==> config.mk <==
export PLATFORM = sky130hd
export DESIGN_NAME = imem_prog_loader
export DESIGN_NICKNAME = d
export VERILOG_FILES = /design/src/rtl/imem_prog_loader.sv
export SDC_FILE = /design/constraint.sdc
export NUM_CORES = 1
export LEC_CHECK = 0
export CAP_MARGIN = 5
export CORE_UTILIZATION = 54
export DETAILED_ROUTE_END_ITERATION = 7
export PLACE_DENSITY_LB_ADDON = 0.12
export SETUP_SLACK_MARGIN = 0.5
export SKIP_CTS_REPAIR_TIMING = 1
export SYNTH_ARGS = -nofsm -noshare
export SYNTH_HDL_FRONTEND = slang
export SYNTH_SLANG_ARGS = --single-unit
==> constraint.sdc <==
create_clock -name clk -period 3.6 [get_ports clk]
set_input_delay 0.72 -clock clk [delete_from_list [all_inputs] [get_ports clk]]
set_output_delay 0.72 -clock clk [all_outputs]
set_load 0.05 [all_outputs]
==> src/rtl/imem_prog_loader.sv <==
// rtl/imem_prog_loader.sv - length-prefixed byte stream loader for the instruction memory
module imem_prog_loader #(
    parameter int ADDR_W = 4,
    parameter int LEN_W  = 16
) (
    input  logic              clk,
    input  logic              rst_n,
    input  logic              start,
    input  logic              in_valid,
    input  logic [7:0]        in_data,
    output logic              in_ready,
    output logic              mem_we,
    output logic [ADDR_W-1:0] mem_addr,
    output logic [15:0]       mem_wdata,
    output logic              core_hold,
    output logic              done,
    output logic              err,
    output logic [LEN_W-1:0]  words_loaded
);

    typedef enum logic [2:0] {
        S_IDLE, S_LEN_HI, S_LEN_LO, S_DATA_HI, S_DATA_LO, S_WRITE, S_DONE
    } state_t;

    localparam logic [16:0]    DEPTH_HDR = 17'(1) << ADDR_W;
    localparam logic [LEN_W:0] DEPTH_CNT = (LEN_W + 1)'(1) << ADDR_W;

    state_t              state_q, state_d;
    logic [15:0]         len_q, len_d;
    logic [7:0]          word_hi_q, word_hi_d;
    logic                in_ready_q, in_ready_d;
    logic                mem_we_q, mem_we_d;
    logic [ADDR_W-1:0]   mem_addr_q, mem_addr_d;
    logic [15:0]         mem_wdata_q, mem_wdata_d;
    logic                core_hold_q, core_hold_d;
    logic                done_q, done_d;
    logic                err_q, err_d;
    logic [LEN_W-1:0]    words_loaded_q, words_loaded_d;

    logic                xfer;
    logic                writable;
    logic [15:0]         hdr_len;

    assign xfer     = in_valid && in_ready_q;
    assign hdr_len  = {len_q[15:8], in_data};
    // Words past the memory depth are still consumed, just never written.
    assign writable = {1'b0, words_loaded_q} < DEPTH_CNT;

    always_ff @(posedge clk) begin
        if (!rst_n) begin
            state_q        <= S_IDLE;
            len_q          <= '0;
            word_hi_q      <= '0;
            in_ready_q     <= 1'b0;
            mem_we_q       <= 1'b0;
            mem_addr_q     <= '0;
            mem_wdata_q    <= '0;
            core_hold_q    <= 1'b1;
            done_q         <= 1'b0;
            err_q          <= 1'b0;
            words_loaded_q <= '0;
        end else begin
            state_q        <= state_d;
            len_q          <= len_d;
            word_hi_q      <= word_hi_d;
            in_ready_q     <= in_ready_d;
            mem_we_q       <= mem_we_d;
            mem_addr_q     <= mem_addr_d;
            mem_wdata_q    <= mem_wdata_d;
            core_hold_q    <= core_hold_d;
            done_q         <= done_d;
            err_q          <= err_d;
            words_loaded_q <= words_loaded_d;
        end
    end

    always_comb begin
        state_d = state_q;
        case (state_q)
            S_IDLE, S_DONE: if (start) state_d = S_LEN_HI;
            S_LEN_HI:       if (xfer) state_d = S_LEN_LO;
            S_LEN_LO:       if (xfer) state_d = (hdr_len == 16'h0000) ? S_DONE : S_DATA_HI;
            S_DATA_HI:      if (xfer) state_d = S_DATA_LO;
            S_DATA_LO:      if (xfer) state_d = S_WRITE;
            S_WRITE:        state_d = (words_loaded_q + LEN_W'(1) == LEN_W'(len_q)) ? S_DONE : S_DATA_HI;
            default:        state_d = S_IDLE;
        endcase
    end

    always_comb begin
        len_d          = len_q;
        word_hi_d      = word_hi_q;
        mem_addr_d     = mem_addr_q;
        mem_wdata_d    = mem_wdata_q;
        err_d          = err_q;
        words_loaded_d = words_loaded_q;
        if ((state_q == S_IDLE || state_q == S_DONE) && start) begin
            words_loaded_d = '0;
            err_d          = 1'b0;
            mem_addr_d     = '0;
        end
        if (xfer) begin
            case (state_q)
                S_LEN_HI:  len_d[15:8] = in_data;
                S_LEN_LO: begin
                    len_d[7:0] = in_data;
                    err_d      = err_q | ({1'b0, hdr_len} > DEPTH_HDR);
                end
                S_DATA_HI: word_hi_d = in_data;
                S_DATA_LO: if (writable) begin
                    mem_wdata_d = {word_hi_q, in_data};
                    mem_addr_d  = words_loaded_q[ADDR_W-1:0];
                end
                default: ;
            endcase
        end
        if (state_q == S_WRITE) words_loaded_d = words_loaded_q + LEN_W'(1);
        mem_we_d    = (state_d == S_WRITE) && writable;
        in_ready_d  = state_d inside {S_LEN_HI, S_LEN_LO, S_DATA_HI, S_DATA_LO};
        core_hold_d = (state_d != S_DONE);
        done_d      = (state_d == S_DONE);
    end

    assign in_ready     = in_ready_q;
    assign mem_we       = mem_we_q;
    assign mem_addr     = mem_addr_q;
    assign mem_wdata    = mem_wdata_q;
    assign core_hold    = core_hold_q;
    assign done         = done_q;
    assign err          = err_q;
    assign words_loaded = words_loaded_q;

endmodule

# After elaboration in Yosys (flattened, before gate mapping)
# Index checks and enable logic that the tools add are counted.
dict set report totals {
  register_bits 68
  inputBits 12
  out_inout_bits 41
  elab_cells 60
}
dict set report classes {
  n_addsub 1
  order_cmp 2
  n_eq_ne 14
  muxes 17
  bitwise 1
  reduce_logical 13
}
# operator n
set op_table {}
lappend op_table {{16-bit 2-to-1 mux} 2}
lappend op_table {{3-bit 2-to-1 mux} 7}
lappend op_table {{3-bit equality test, second input constant} 6}
lappend op_table {{3-bit case mux with 6 select lines} 1}
lappend op_table {{16-bit by 1-bit adder with 16-bit output, second input constant} 1}
lappend op_table {{16-bit equality test} 1}
lappend op_table {{16-bit by 5-bit > comparator with 1-bit output, second input constant} 1}
lappend op_table {{16-bit logical NOT} 1}
lappend op_table {{16-bit by 5-bit < comparator with 1-bit output, second input constant} 1}
lappend op_table {{4-bit 2-to-1 mux} 4}
lappend op_table {{3-bit by 2-bit equality test with 1-bit output, second input constant} 4}
lappend op_table {{3-bit by 1-bit equality test with 1-bit output, second input constant} 2}
lappend op_table {{2-bit AND reduction} 3}
lappend op_table {{4-bit nonzero test} 1}
lappend op_table {{1-bit logical AND} 3}
lappend op_table {{3-bit logical NOT} 1}
lappend op_table {{1-bit 2-to-1 mux} 3}
lappend op_table {{3-bit != test, second input constant} 1}
lappend op_table {{3-bit AND reduction} 1}
lappend op_table {{2-bit nonzero test} 1}
lappend op_table {{2-bit OR reduction} 1}
lappend op_table {{1-bit logical OR} 1}
lappend op_table {{1-bit bitwise OR} 1}

# Depth between registers and ports, before layout
dict set report depth {
  word_depth 7
  mapped_depth 9
  depth_no_buf 7
}

# Worst setup path after synthesis
# OpenSTA, ideal clock, no wires.
dict set report synth_timing {
  kind {register to register}
  startpoint {reg words_loaded_q[0], in the netlist words_loaded[0]}
  endpoint {reg core_hold_q, in the netlist core_hold}
  setup_time_ns 0.120
  arrival_time_ns 2.958
  required_ns 3.480
  slack_ns 0.523
  path_stages_with_launch 9
  path_buffers 1
  synth_period_minus_slack_ns 3.077
  path_cell_list {dfxtp_1 -> ha_1 -> buf_6 -> nand3_4 -> or3_4 -> a2111oi_4 -> nand4_1 -> or4_4 -> a211o_1}
}
dict set report synth_between {
  elab_chain_cells 5
}
# item line_no
set synth_lines {}
lappend synth_lines {{from (decl)} 38} ;# logic [LEN_W-1:0] words_loaded_q, words_loaded_d;
lappend synth_lines {{from (signal assigned)} 73} ;# words_loaded_q <= words_loaded_d;
lappend synth_lines {{16-bit by 1-bit adder with 16-bit output} 85} ;# S_WRITE: state_d = (words_loaded_q + LEN_W'(1) == LEN_W'(len_q)) ? S_DONE : S_DATA_HI;
lappend synth_lines {{16-bit equality test} 85}
lappend synth_lines {{3-bit 2-to-1 mux} 85}
lappend synth_lines {{3-bit case mux with 6 select lines} 79} ;# case (state_q)
lappend synth_lines {{3-bit != test} 120} ;# core_hold_d = (state_d != S_DONE);
lappend synth_lines {{to (signal assigned)} 70} ;# core_hold_q <= core_hold_d;
lappend synth_lines {{to (decl)} 35} ;# logic core_hold_q, core_hold_d;
# No other way between the ends.
# A chain may end at the register's enable or synchronous reset.

# Final worst setup path
dict set report layout_timing {
  startpoint {reg words_loaded_q[1], in the netlist words_loaded[1]}
  endpoint {reg core_hold_q, in the netlist core_hold}
}
# Same word-level chain as after synthesis.

==> results.toml <==
[outcome]
status = "finished, final reports clean"

[finish]
drive_gt1_frac = 0.0787
fillers = 570
finalNonFillerCells = 560
stdcell_area_um2 = 4250
fin_util = 0.670
antennaDiodeCount = 0
final_nets = 491
syn2layout_area_growth_pct = 19.5

[synthesis]
synth_seq_area_share = 0.382
synth_most_common_cell = "nand2_1"
ys_seq_elements = 68
yosys.area.top_type = "dfxtp_1"
synthTopCellsByCount = "nand2_1, dfxtp_1, a21oi_1, nor2_1"
syn_nets = 459
ys_types = 64
yosys-top-cells-area = "dfxtp_1, nand2_1, a21oi_1"
synth_edf_count = 0
async_flop_share = 0
synthCells = 446
synth_top_cell_area_share = 0.382
synth_ff_type = "dfxtp_1"
yosys_warnings = 0
synth_area_um2 = 3560
syn_avg_cell_area_um2 = 7.98

[global_route]
grt_max_degree = 46
gr-usage-met2 = 0.414
grt_pass1_wl_mm = 14.8
antenna_found_initial = 0
grt_pass1_vias = 2918
met3_usage = 0.0845
grt.overflow.total = 0
grt_busiest_layer = "met2"
track_usage = 0.269
grt_use_met1 = 0.363

[die]
dieArea_um2 = 6920
num_rows = 29
die_x_um = 83.2
coreArea_um2 = 6350
die_y_um = 83.2
pin_count = 53
start_util = 0.561

[setup_path]
cp-end-kind = "register"
crit_type = "register to register"
max_stage_delay_ns = 0.56
cp_data_required_time_ns = 3.85
worst-endpoint-arrival_ns = 3.16
path_buf_inv = 0
worstSetupStartpointType = "register"
crit_fanout = 10
crit_chain = "ha_2 -> nand3_4 -> or3_4 -> a2111oi_4 -> nand4_1 -> or4_4 -> a211o_1"
worst_path_max_delay_cell = "or4_4"
path_delay_family = "simple AND/OR/NAND/NOR gates"

[clocking]
cts_made_buffers = 9
clockRootBuffer = "clkbuf_8"
clock-sinks = 68
clk_path_buf_depth = 2
htreeDepth = 3
clk_pin_slew_ns = 0.08
cts_tree = "yes"
clock_latency_ns = 0.36

[power]
p_leak_nw = 1.42
p_total_mw = 1.52
powerDensity_nw_per_um2 = 357
vdd_ir_drop_max_mv = 0.250

[flow_run]
drv_cap = 0

[placed_design]
dp.cells = 544
place_area_um2 = 4050
port_buffers = 52
place.gp.congestion = 0.928
place.detailed.hpwl_mm = 6.20

[timing]
skew_ns = 0.00913
period_needed_ns = 2.90
max_slew_margin = 0.549
tns_ns = 0
worst_pin_slew_ns = 0.677
grt_setup_unrepaired = "false"
final-hold-violation-count = 0
period_share = 0.807
timing.fmax_mhz = 344
drv_slew = 0
setup_violations = 0

[routing]
drc = 0
routed_via_density = 5.91
vias = 3308
drt-total-wl_mm = 9.09
firstDrtPassIters = 5
antenna_left = 0
wl_per_cell_um = 16.2
drt_iter0_drc = 231

[min_path]
hp-class = "register to register"
-- kinds of logic after synthesis --
kind of cell	after synthesis	synth area share
compound gates	98	0.171
xor+xnor	21	0.0555
fa+ha+maj	1	0.00351
buf+inv	40	0.0573
flops	68	0.382
mux	16	0.0450
simple gates	202	0.285
-- power breakdown --
group          internal (mW)  switching (mW)
sequential             0.757          0.0138
combinational         0.0391          0.0603
clock                  0.323           0.323
-- cell type report --
class / instances / area, um^2 / area share
Timing Repair Buffer: 57 / 571 / 0.134
Sequential cell: 68 / 1360 / 0.320
Tap cell: 77 / 96.3 / 0.0227
Clock inverter: 7 / 75.1 / 0.0177
Multi-Input combinational cell: 338 / 2010 / 0.472
Clock buffer: 9 / 124 / 0.0291
Inverter: 4 / 15.0 / 0.00353
-- metal layers --
layer,wire (um),share of wire
met4,108,0.012
met2,4280,0.47
met3,585,0.064
met1,4110,0.45
met5,0,0
-- placed cells by master, fill, tap and decap left out, types with 3 or more instances in the layout --
master / synthesis / layout
o21ai_0: 22 / 22
dfxtp_1: 68 / 67
o211ai_1: 4 / 4
xnor2_1: 11 / 11
clkbuf_8: 1 / 9
a21oi_1: 44 / 44
nor4_1: 18 / 17
nor2_1: 41 / 41
nor3_1: 6 / 6
clkinv_4: 0 / 3
nand2_1: 70 / 70
nor2b_1: 5 / 5
a22oi_1: 3 / 3
mux2i_1: 16 / 16
buf_4: 1 / 4
and2_1: 3 / 3
clkdlybuf4s50_1: 0 / 52
a211oi_1: 3 / 3
nand4_1: 7 / 7
inv_1: 3 / 3
nand3_1: 24 / 24
xor2_1: 9 / 9
nand3b_1: 3 / 3
-- worst min-delay path: stages, from the launching register on --
cell and delay [ns]:
dfxtp_1 0.31, nand2_1 0.05, a21oi_1 0.05
-- worst paths after layout --
check,startpoint,endpoint,slack (ns),cells past startpoint
min,mem_wdata[8],mem_wdata[8],0.46,2
min reg2reg,mem_wdata[8],mem_wdata[8],0.46,2
max,words_loaded[1],core_hold,0.70,7
max reg2reg,words_loaded[1],core_hold,0.70,7
-- through the flow --
stage | worst slack, ns | hold WS, ns
final | 0.696 | 0.455
after global routing | 0.561 | 0.473
after CTS | 0.589 | 0.456
after detailed placement | 0.614 | 0.446
after global placement | 0.687 | 0.441
after floorplan | 0.523 | 0.432
-- state kept, by name, summed over array words and instances (netlist names) --
register / count
core_hold: 1
done: 1
err: 1
in_ready: 1
len_q: 16
mem_addr: 4
mem_wdata: 16
mem_we: 1
state_q: 3
word_hi_q: 8
words_loaded: 16
Power figures use the tool's default switching activity.
